--- src/rtl/rv32_pkg.sv ---
// Shared definitions for the RV32 write-back stage: load encodings,
// the hard-wired zero register index and the write-back FSM states.
package rv32_pkg;

  localparam logic [2:0] F3_LB  = 3'b000;
  localparam logic [2:0] F3_LH  = 3'b001;
  localparam logic [2:0] F3_LW  = 3'b010;
  localparam logic [2:0] F3_LBU = 3'b100;
  localparam logic [2:0] F3_LHU = 3'b101;

  localparam logic [4:0] ZERO_ID = 5'd0;

  typedef enum logic {
    IDLE      = 1'b0,
    WAIT_LOAD = 1'b1
  } wb_state_e;

  // x0 is hard-wired, so a write to it is silently dropped.
  function automatic logic writes_reg(input logic reg_we, input logic [4:0] rd_id);
    return reg_we && (rd_id != ZERO_ID);
  endfunction

endpackage

--- src/rtl/wb_stage_if.sv ---
// Upstream handshake, data-memory response and register-file write port
// of the write-back stage. The stage is the slave; EX/MEM plus memory
// (or a bench) is the master.
interface wb_stage_if;
  logic        in_valid;
  logic        in_ready;
  logic [4:0]  in_rd_id;
  logic        in_reg_we;
  logic        in_is_load;
  logic [2:0]  in_funct3;
  logic [31:0] in_result;
  logic        dmem_rvalid;
  logic [31:0] dmem_rdata;
  logic [4:0]  out_W_id;
  logic        out_We;
  logic [31:0] out_W_data;
  logic        err_misaligned;
  logic        err_timeout;

  modport slave (
    input  in_valid, in_rd_id, in_reg_we, in_is_load, in_funct3, in_result,
    input  dmem_rvalid, dmem_rdata,
    output in_ready, out_W_id, out_We, out_W_data, err_misaligned, err_timeout
  );

  modport master (
    output in_valid, in_rd_id, in_reg_we, in_is_load, in_funct3, in_result,
    output dmem_rvalid, dmem_rdata,
    input  in_ready, out_W_id, out_We, out_W_data, err_misaligned, err_timeout
  );
endinterface

--- src/rtl/wb_stage_load_align.sv ---
// Combinational load formatter: picks the byte/half at the given address
// out of the aligned word, extends it, and flags illegal loads.
module load_align
  import rv32_pkg::*;
(
  input  logic [2:0]  funct3,
  input  logic [1:0]  addr,
  input  logic [31:0] rdata,
  output logic [31:0] result,
  output logic        illegal
);

  logic [31:0] shifted;

  // Little-endian lane select followed by sign/zero extension.
  always_comb begin
    shifted = rdata >> {addr, 3'b000};
    result  = '0;
    illegal = 1'b0;
    case (funct3)
      F3_LB:  result = {{24{shifted[7]}}, shifted[7:0]};
      F3_LBU: result = {24'd0, shifted[7:0]};
      F3_LH: begin
        result  = {{16{shifted[15]}}, shifted[15:0]};
        illegal = addr[0];
      end
      F3_LHU: begin
        result  = {16'd0, shifted[15:0]};
        illegal = addr[0];
      end
      F3_LW: begin
        result  = rdata;
        illegal = (addr != 2'b00);
      end
      default: illegal = 1'b1;
    endcase
  end

endmodule

--- src/rtl/wb_stage.sv ---
// Write-back stage: retires ALU results with one-cycle latency and waits
// for data memory on loads, aborting a load that never gets a response.
//
//   state     | meaning
//   IDLE      | accepting instructions; ALU results written next cycle
//   WAIT_LOAD | legal load outstanding; upstream stalled until rvalid or timeout
module wb_stage
  import rv32_pkg::*;
#(
  parameter int unsigned LOAD_TIMEOUT = 255
) (
  input  logic       clk,
  input  logic       rst,
  wb_stage_if.slave  wb
);

  localparam logic [7:0] CNT_LAST = 8'(LOAD_TIMEOUT - 1);

  wb_state_e   state, state_nxt;
  logic [7:0]  cnt, cnt_nxt;
  logic        capture_en;

  logic [4:0]  ld_rd_id;
  logic        ld_reg_we;
  logic [2:0]  ld_funct3;
  logic [1:0]  ld_addr;

  logic [2:0]  al_funct3;
  logic [1:0]  al_addr;
  logic [31:0] al_result;
  logic        al_illegal;

  logic        we_q, we_nxt;
  logic [4:0]  id_q, id_nxt;
  logic [31:0] data_q, data_nxt;
  logic        mis_q, mis_nxt;
  logic        to_q, to_nxt;

  // Legality is judged on the incoming load; extraction on the captured one.
  assign al_funct3 = (state == IDLE) ? wb.in_funct3     : ld_funct3;
  assign al_addr   = (state == IDLE) ? wb.in_result[1:0] : ld_addr;

  load_align u_align (
    .funct3  (al_funct3),
    .addr    (al_addr),
    .rdata   (wb.dmem_rdata),
    .result  (al_result),
    .illegal (al_illegal)
  );

  assign wb.in_ready       = (state == IDLE);
  assign wb.out_We         = we_q;
  assign wb.out_W_id       = id_q;
  assign wb.out_W_data     = data_q;
  assign wb.err_misaligned = mis_q;
  assign wb.err_timeout    = to_q;

  // Next state, timeout counter and next values of the output registers.
  always_comb begin
    state_nxt  = state;
    cnt_nxt    = cnt;
    capture_en = 1'b0;
    we_nxt     = 1'b0;
    id_nxt     = id_q;
    data_nxt   = data_q;
    mis_nxt    = 1'b0;
    to_nxt     = 1'b0;
    case (state)
      IDLE: begin
        if (wb.in_valid) begin
          if (wb.in_is_load) begin
            if (al_illegal) begin
              mis_nxt = 1'b1;
            end else begin
              state_nxt  = WAIT_LOAD;
              cnt_nxt    = '0;
              capture_en = 1'b1;
            end
          end else if (writes_reg(wb.in_reg_we, wb.in_rd_id)) begin
            we_nxt   = 1'b1;
            id_nxt   = wb.in_rd_id;
            data_nxt = wb.in_result;
          end
        end
      end
      WAIT_LOAD: begin
        // A response on the final wait cycle still completes the load.
        if (wb.dmem_rvalid) begin
          state_nxt = IDLE;
          if (writes_reg(ld_reg_we, ld_rd_id)) begin
            we_nxt   = 1'b1;
            id_nxt   = ld_rd_id;
            data_nxt = al_result;
          end
        end else if (cnt == CNT_LAST) begin
          state_nxt = IDLE;
          to_nxt    = 1'b1;
        end else begin
          cnt_nxt = cnt + 8'd1;
        end
      end
      default: state_nxt = IDLE;
    endcase
  end

  // FSM state and wait counter.
  always_ff @(posedge clk) begin
    if (rst) begin
      state <= IDLE;
      cnt   <= '0;
    end else begin
      state <= state_nxt;
      cnt   <= cnt_nxt;
    end
  end

  // Attributes of the outstanding load, captured at acceptance.
  always_ff @(posedge clk) begin
    if (rst) begin
      ld_rd_id  <= ZERO_ID;
      ld_reg_we <= 1'b0;
      ld_funct3 <= '0;
      ld_addr   <= '0;
    end else if (capture_en) begin
      ld_rd_id  <= wb.in_rd_id;
      ld_reg_we <= wb.in_reg_we;
      ld_funct3 <= wb.in_funct3;
      ld_addr   <= wb.in_result[1:0];
    end
  end

  // Registered write port and error pulses.
  always_ff @(posedge clk) begin
    if (rst) begin
      we_q   <= 1'b0;
      id_q   <= ZERO_ID;
      data_q <= '0;
      mis_q  <= 1'b0;
      to_q   <= 1'b0;
    end else begin
      we_q   <= we_nxt;
      id_q   <= id_nxt;
      data_q <= data_nxt;
      mis_q  <= mis_nxt;
      to_q   <= to_nxt;
    end
  end

endmodule

--- src/flat_wrapper.sv ---
// flat-port wrapper written by rule: the top's interface ports become plain ports
module wb_stage_flat import rv32_pkg::*;
#(
  parameter int unsigned LOAD_TIMEOUT = 255
)
  (clk, rst, wb_in_valid, wb_in_rd_id, wb_in_reg_we, wb_in_is_load, wb_in_funct3, wb_in_result, wb_dmem_rvalid, wb_dmem_rdata, wb_in_ready, wb_out_W_id, wb_out_We, wb_out_W_data, wb_err_misaligned, wb_err_timeout);
  wb_stage_if wb_i ();
  input  logic clk;
  input  logic rst;
  input wire logic [$bits(wb_i.in_valid)-1:0] wb_in_valid;
  input wire logic [$bits(wb_i.in_rd_id)-1:0] wb_in_rd_id;
  input wire logic [$bits(wb_i.in_reg_we)-1:0] wb_in_reg_we;
  input wire logic [$bits(wb_i.in_is_load)-1:0] wb_in_is_load;
  input wire logic [$bits(wb_i.in_funct3)-1:0] wb_in_funct3;
  input wire logic [$bits(wb_i.in_result)-1:0] wb_in_result;
  input wire logic [$bits(wb_i.dmem_rvalid)-1:0] wb_dmem_rvalid;
  input wire logic [$bits(wb_i.dmem_rdata)-1:0] wb_dmem_rdata;
  output wire logic [$bits(wb_i.in_ready)-1:0] wb_in_ready;
  output wire logic [$bits(wb_i.out_W_id)-1:0] wb_out_W_id;
  output wire logic [$bits(wb_i.out_We)-1:0] wb_out_We;
  output wire logic [$bits(wb_i.out_W_data)-1:0] wb_out_W_data;
  output wire logic [$bits(wb_i.err_misaligned)-1:0] wb_err_misaligned;
  output wire logic [$bits(wb_i.err_timeout)-1:0] wb_err_timeout;
  assign wb_i.in_valid = wb_in_valid;
  assign wb_i.in_rd_id = wb_in_rd_id;
  assign wb_i.in_reg_we = wb_in_reg_we;
  assign wb_i.in_is_load = wb_in_is_load;
  assign wb_i.in_funct3 = wb_in_funct3;
  assign wb_i.in_result = wb_in_result;
  assign wb_i.dmem_rvalid = wb_dmem_rvalid;
  assign wb_i.dmem_rdata = wb_dmem_rdata;
  assign wb_in_ready = wb_i.in_ready;
  assign wb_out_W_id = wb_i.out_W_id;
  assign wb_out_We = wb_i.out_We;
  assign wb_out_W_data = wb_i.out_W_data;
  assign wb_err_misaligned = wb_i.err_misaligned;
  assign wb_err_timeout = wb_i.err_timeout;
  wb_stage #(.LOAD_TIMEOUT(LOAD_TIMEOUT)) u_core (.clk(clk), .rst(rst), .wb(wb_i));
endmodule
--- config.mk ---
export PLATFORM = sky130hd
export DESIGN_NAME = wb_stage_flat
export DESIGN_NICKNAME = d
export VERILOG_FILES = /design/src/rtl/rv32_pkg.sv /design/src/rtl/wb_stage_if.sv /design/src/rtl/wb_stage_load_align.sv /design/src/rtl/wb_stage.sv /design/src/flat_wrapper.sv
export SDC_FILE = /design/constraint.sdc
export NUM_CORES = 1
export LEC_CHECK = 0
export CORE_MARGIN = 3
export CORE_UTILIZATION = 35
export CTS_BUF_LIST = sky130_fd_sc_hd__clkbuf_8
export CTS_CLUSTER_DIAMETER = 120
export CTS_CLUSTER_SIZE = 30
export DETAILED_ROUTE_END_ITERATION = 10
export GPL_ROUTABILITY_DRIVEN = 0
export HOLD_SLACK_MARGIN = 0.06
export REMOVE_ABC_BUFFERS = 1
export SYNTH_ARGS = -nofsm -noshare
export SYNTH_HDL_FRONTEND = slang
export SYNTH_SLANG_ARGS = --single-unit
--- constraint.sdc ---
create_clock -name clk -period 1.98 [get_ports clk]
set_input_delay 0.396 -clock clk [delete_from_list [all_inputs] [get_ports clk]]
set_output_delay 0.396 -clock clk [all_outputs]
set_load 0.1 [all_outputs]
==> results.cfg, run 1 <==
[layout]
fillers = 1036
area_growth_pct = 50.36
antennaDiodeCount = 0
layout-drive-gt1-share_pct = 30.05
fin_cells = 749
layout.nets = 684

[route]
drcViolationCount = 0
wirelength_um = 14130
vias = 4386
firstDrtPassIters = 5
routedWlPerCell_um = 18.86
drtAntennaViolNets = 0
drt_iter0_markers = 391
avgViaCountPerCell = 5.856

[critical_path]
cp.required_ps = 2170
reg2reg_slack_ps = -4
criticalPathCategory = reg -> reg
endpoint_kind = flop
r2r-start = u_core.state$_SDFF_PP0_
crit_fanout = 6
cp_data_arrival_time_ps = 2170
rr_endpoint = u_core.wb.out_W_data[8]$_SDFFE_PP0P_
worstRegToRegCells = 6
start_kind = flop

[status]
run_status = finished with violations
violations = negative setup slack

[floorplanning]
dieArea_mm2 = 0.01269
initial_utilization_pct = 36.24
ios = 119
die_w_um = 112.6
dieHeight_um = 112.6
coreArea_mm2 = 0.01098
rows = 38

[clock_network]
cts_buffers = 9
htreeDepth = 3
cts_root_buf = clkbuf_8
cts_tree = built
clock-sinks = 60
clkLatencyLatePin_ps = 330
clk_pin_slew_ps = 80
clock_path_buffers = 2

[timing]
finalCriticalPeriod_ps = 1984
fin_crit_sh_pct = 100.2
finalHoldViolations = 0
rsz0062_at_grt = true
slew_viol_final = 0
whs_ps = 501.9
fin_ws_ps = -4.349
relSlewSlack_pct = 63.67
setup-tns-final_ps = -4.349
finalSetupViolCount = 1
max_freq_mhz = 503.9
finalClockSkew_ps = 11.48
tightest_slew_ps = 544.4

[place]
dp_cells = 727
port_buffers = 118
post-dp-hpwl_um = 10340

[global_route]
grt_max_degree = 44
grtUsageTotal_pct = 21.55
grt_pass1_wl_um = 22580
antenna_found_initial = 0
grt_pass1_vias = 4379
grt.overflow.total = 0

[synth]
seq_area_frac_synth_pct = 30.18
netlist_area_mm2 = 0.003980
syn_inst = 451
synth_edf_count = 0
syn_area_per_cell_um2 = 8.825
synth.top_cell.area_share_pct = 30.18
async_reset_ff_share_pct = 0
ys_ff_latch = 60
synth_area_leaders = dfxtp_1, mux2i_1, a211oi_1
synth-warning-count = 0
yosys.area.top_type = dfxtp_1
synth_flop_cell = dfxtp_1
ys_types = 63

[min_path]
min_from = u_core.wb.out_W_id[1]$_SDFFE_PP0P_
min_to = u_core.wb.out_W_id[1]$_SDFFE_PP0P_
hp-class = reg -> reg
worstHoldPathCells = 2

[power_and_ir_drop]
cellLeakagePower_nw = 2.211
p_per_area_mw_per_mm2 = 637.3
vdd_drop_max_mv = 0.3899

[job]
maxCapViolCount = 0
-- registers in the layout (all words and copies together) (netlist names) --
| signal | cells |
|---|---|
| u_core.state | 1 |
| u_core.ld_reg_we | 1 |
| u_core.ld_funct3 | 3 |
| u_core.wb.out_W_data | 32 |
| u_core.wb.err_misaligned | 1 |
| u_core.wb.out_W_id | 5 |
| u_core.wb.out_We | 1 |
| u_core.wb.err_timeout | 1 |
| u_core.cnt | 8 |
| u_core.ld_rd_id | 5 |
| u_core.ld_addr | 2 |
-- per-stage QoR --
step	area (um2)	total power [mW]	utilization [%]	setup WS, ps
global placement	5574	2.647	50.75	-330.2
floorplan	3730	2.118	-	-2634
detailed placement	5574	2.658	50.75	-418.7
finish	5984	3.814	54.49	-4.349
CTS	5816	3.803	52.95	1.356
global route	5984	3.974	54.49	-63.26
-- layout make-up --
type	count	area [um2]	area share, %
timing repair buffer	186	1772	29.60
inverter	6	26.28	0.4391
clock inverter	6	56.30	0.9408
multi-input combinational	341	2613	43.65
sequential	60	1205	20.13
tap	140	175.2	2.927
clock buffer	10	137.6	2.300
-- power breakdown --
group	internal (mW)	total [mW]	switching, mW
registers	1.27	1.32	0.0463
logic	0.530	1.38	0.845
clock network	0.605	1.12	0.516
-- kinds of logic (layout without fill, tap and decap cells) --
kind of cell    count (synthesis)  after routing  synth area share [%]
buf+inv                        50            208                 6.853
flops                          60             60                 30.18
mux                            33             33                 10.75
simple gates                  148            148                 19.52
compound gates                158            158                 32.07
fa+ha+maj                       2              2                0.6286
-- worst max-delay path, stage by stage (launching register included) --
cell and delay (ps):
dfxtp_4 390, buf_12 140, mux2i_4 320, mux2_4 330
a222oi_1 360, a21boi_2 220, o22ai_1 80
-- worst max path at each step --
stage | startpoint | end | depth (start not counted)
after CTS | u_core.state$_SDFF_PP0_ | wb_in_ready | 4
after global routing | u_core.state$_SDFF_PP0_ | u_core.wb.out_W_data[8]$_SDFFE_PP0P_ | 6
after detailed placement | wb_in_result[1] | u_core.wb.out_W_data[8]$_SDFFE_PP0P_ | 6
final | u_core.state$_SDFF_PP0_ | u_core.wb.out_W_data[8]$_SDFFE_PP0P_ | 6
after floorplan | u_core.state$_SDFF_PP0_ | u_core.wb.out_W_data[15]$_SDFFE_PP0P_ | 5
after global placement | wb_in_result[1] | u_core.wb.out_W_data[21]$_SDFFE_PP0P_ | 7
-- cell usage in the layout (no fill, tap or decap), types with 8 or more instances in the layout --
cell             synthesis  final
a211oi_1                26     20
buf_4                    4     91
dfxtp_1                 60     59
clkdlybuf4s50_1          0     72
nand3_1                 25     25
clkbuf_8                 0     10
buf_12                   0      9
o22ai_1                  8      8
nand4_1                 16     16
mux2i_1                 21     20
nor2_1                  48     47
o221ai_1                17     17
nand2_1                 25     24
a31oi_1                  9      9
o21ai_0                 19     19
a211oi_2                 5     11
a21boi_0                 9      8
-- Yosys cell counts (all sizes together), types with 2 or more instances --
library cell   n
a2111oi        2
mux4           5
nor3           4
a21oi          8
nand4         16
a32oi          3
nor2          48
and2           3
o22ai         10
mux2i         23
nor3b          4
clkbuf        22
a31oi          9
a21boi        16
a32o           6
nor2b          3
o32ai          5
o221ai        17
ha             2
nand2b         5
and3b          2
o21ai         25
a222oi         2
nand3         26
buf           22
o211ai         4
a211oi        31
o21a           3
a221oi         5
mux2           5
nand2         25
dfxtp         60
inv            6
or2            4
a311oi         7
-- per-layer routing --
layer | vias to the layer above | global-route usage [%] | wire length, um
li1 | 2066 | - | -
met1 | 2113 | 28.95 | 6268
met2 | 186 | 35.31 | 6750
met3 | 21 | 3.935 | 906
met4 | 0 | 6.330 | 201
met5 | - | 0 | 0
-- what timing repair did --
| item | CTS | global route |
|---|---|---|
| resized for setup | 5 | 31 |
| pin swaps | 1 | 10 |
| buffers inserted | 1 | 3 |
| cloned | 1 | 1 |
| setup endpoints to repair | 12 | 44 |
| hold buffers | 0 | 0 |
(Power assumes the default switching activity.)
==> run 2, diff against run 1 <==
- CTS_BUF_LIST: sky130_fd_sc_hd__clkbuf_8 -> sky130_fd_sc_hd__clkbuf_2 sky130_fd_sc_hd__clkbuf_4 sky130_fd_sc_hd__clkbuf_8
- PLACE_DENSITY_LB_ADDON: not set -> 0.08
==> results.cfg, run 2 (synthesis gave the netlist of run 1 again) <==
[clock_network]
cts_root_buf = clkbuf_8
clock-sinks = 60
clock_path_buffers = 2
clk_pin_slew_ps = 80
cts_tree = built
cts_buffers = 9
clkLatencyLatePin_ps = 340
htreeDepth = 3

[critical_path]
cp_data_arrival_time_ps = 2160
crit_fanout = 6
reg2reg_slack_ps = 30
cp.required_ps = 2190
worstRegToRegCells = 6
r2r-start = u_core.ld_funct3[1]$_SDFFE_PP0P_
rr_endpoint = u_core.wb.out_W_data[12]$_SDFFE_PP0P_
start_kind = flop
criticalPathCategory = reg -> reg
endpoint_kind = flop

[power_and_ir_drop]
clkPwrFrac_pct = 32.3
p_per_area_mw_per_mm2 = 662.6
p_comb_share_pct = 34.3
p_int_mw = 2.514
sw_frac_of_total_pct = 36.26
pwr-share-seq_pct = 33.4
p_switching_mw = 1.430
cellLeakagePower_nw = 2.177
vdd_drop_max_mv = 0.3413

[timing]
slew_viol_final = 0
relSlewSlack_pct = 63.34
fin_ws_ps = 33.69
finalSetupViolCount = 0
finalClockSkew_ps = 15.94
tightest_slew_ps = 549.8
finalHoldViolations = 0
setup-tns-final_ps = 0
max_freq_mhz = 513.8
finalCriticalPeriod_ps = 1946
fin_crit_sh_pct = 98.30
rsz0062_at_grt = true

[global_route]
grt.overflow.total = 0
grt_max_degree = 44
grt_pass1_wl_um = 21970
antenna_found_initial = 0
grtUsageTotal_pct = 21.45
grt_pass1_vias = 4312

[floorplanning]
dieHeight_um = 112.6
ios = 119
rows = 38
initial_utilization_pct = 36.24
coreArea_mm2 = 0.01098
dieArea_mm2 = 0.01269
die_w_um = 112.6

[route]
routedWlPerCell_um = 18.57
drtAntennaViolNets = 0
avgViaCountPerCell = 5.650
wirelength_um = 13800
firstDrtPassIters = 4
vias = 4198
drcViolationCount = 0
drt_iter0_markers = 203

[place]
pre_cts_ws_ps = -353.4
port_buffers = 118
post-dp-hpwl_um = 10130

[layout]
layout.nets = 678
final_cell_mix = buf_4, clkdlybuf4s50_1, dfxtp_1
final_common_cell = buf_4
antennaDiodeCount = 0
layout-drive-gt1-share_pct = 28.69
fillers = 1023
regArea_mm2 = 0.001206
largest_reg_flops = 32
multi_input_area_mm2 = 0.002591
area_growth_pct = 49.54

[min_path]
min_to = u_core.ld_funct3[2]$_SDFFE_PP0P_
min_from = wb_in_funct3[2]
hp-class = in -> reg
worstHoldPathCells = 3

[job]
maxCapViolCount = 0

[status]
run_status = completed
run 2: layout make-up:
class,count,area share (%)
sequential,60,20.26
multi-input combinational,341,43.54
clock inverter,6,1.493
tap,140,2.943
timing repair buffer,180,29.11
clock buffer,10,2.207
inverter,6,0.4415
run 2: worst max-delay path: stages, from the launching register on:
cell	delay (ps)
dfxtp_1	490
and3b_1	290
a32o_1	330
buf_4	170
a32o_1	190
a211oi_1	220
o22ai_1	130
run 2: worst max path at each step:
stage,start,end,slack (ps),cells after the start
floorplan,u_core.state$_SDFF_PP0_,u_core.wb.out_W_data[15]$_SDFFE_PP0P_,-2630,5
global placement,wb_in_result[0],u_core.wb.out_W_data[13]$_SDFFE_PP0P_,-330,7
detailed placement,wb_in_result[1],u_core.cnt[7]$_SDFFE_PP0P_,-350,6
CTS,u_core.state$_SDFF_PP0_,wb_in_ready,3,4
global route,u_core.state$_SDFF_PP0_,u_core.ld_addr[0]$_SDFFE_PP0P_,-40,8
finish,u_core.ld_funct3[1]$_SDFFE_PP0P_,u_core.wb.out_W_data[12]$_SDFFE_PP0P_,30,6
run 2: timing repair:
action / 4_1_cts / 5_1_grt
setup buffers: 1 / 7
hold endpoints to repair: 0 / 0
hold buffers: 0 / 0
endpoints found under the setup margin: 1 / 47
cloned: 0 / 0
gates resized for setup: 2 / 30
pin swaps: 0 / 3
run 2: power by group through the flow:
stage	registers [mW]	logic (mW)	clock network, mW
after floorplan	1.74	0.382	0
after global placement	1.34	1.31	0
after detailed placement	1.34	1.31	0
after CTS	1.32	1.32	1.29
after global routing	1.33	1.43	1.35
final	1.32	1.35	1.27
run 2: metrics by stage:
stage,utilization (%),area (um2),std cells,power [mW],hold slack [ps]
after floorplan,-,3730,407,2.118,463.9
after global placement,50.54,5550,719,2.650,489.2
after detailed placement,50.54,5550,719,2.658,495.2
after CTS,52.68,5786,736,3.932,506.3
after global routing,54.19,5952,743,4.106,514.4
final,54.19,5952,743,3.944,474.7
run 2: metal layers:
layer / wire (um) / GRT usage [%]
met1: 6131 / 27.93
met5: 0 / 0
met3: 655 / 3.827
met2: 6870 / 36.02
met4: 142 / 6.811
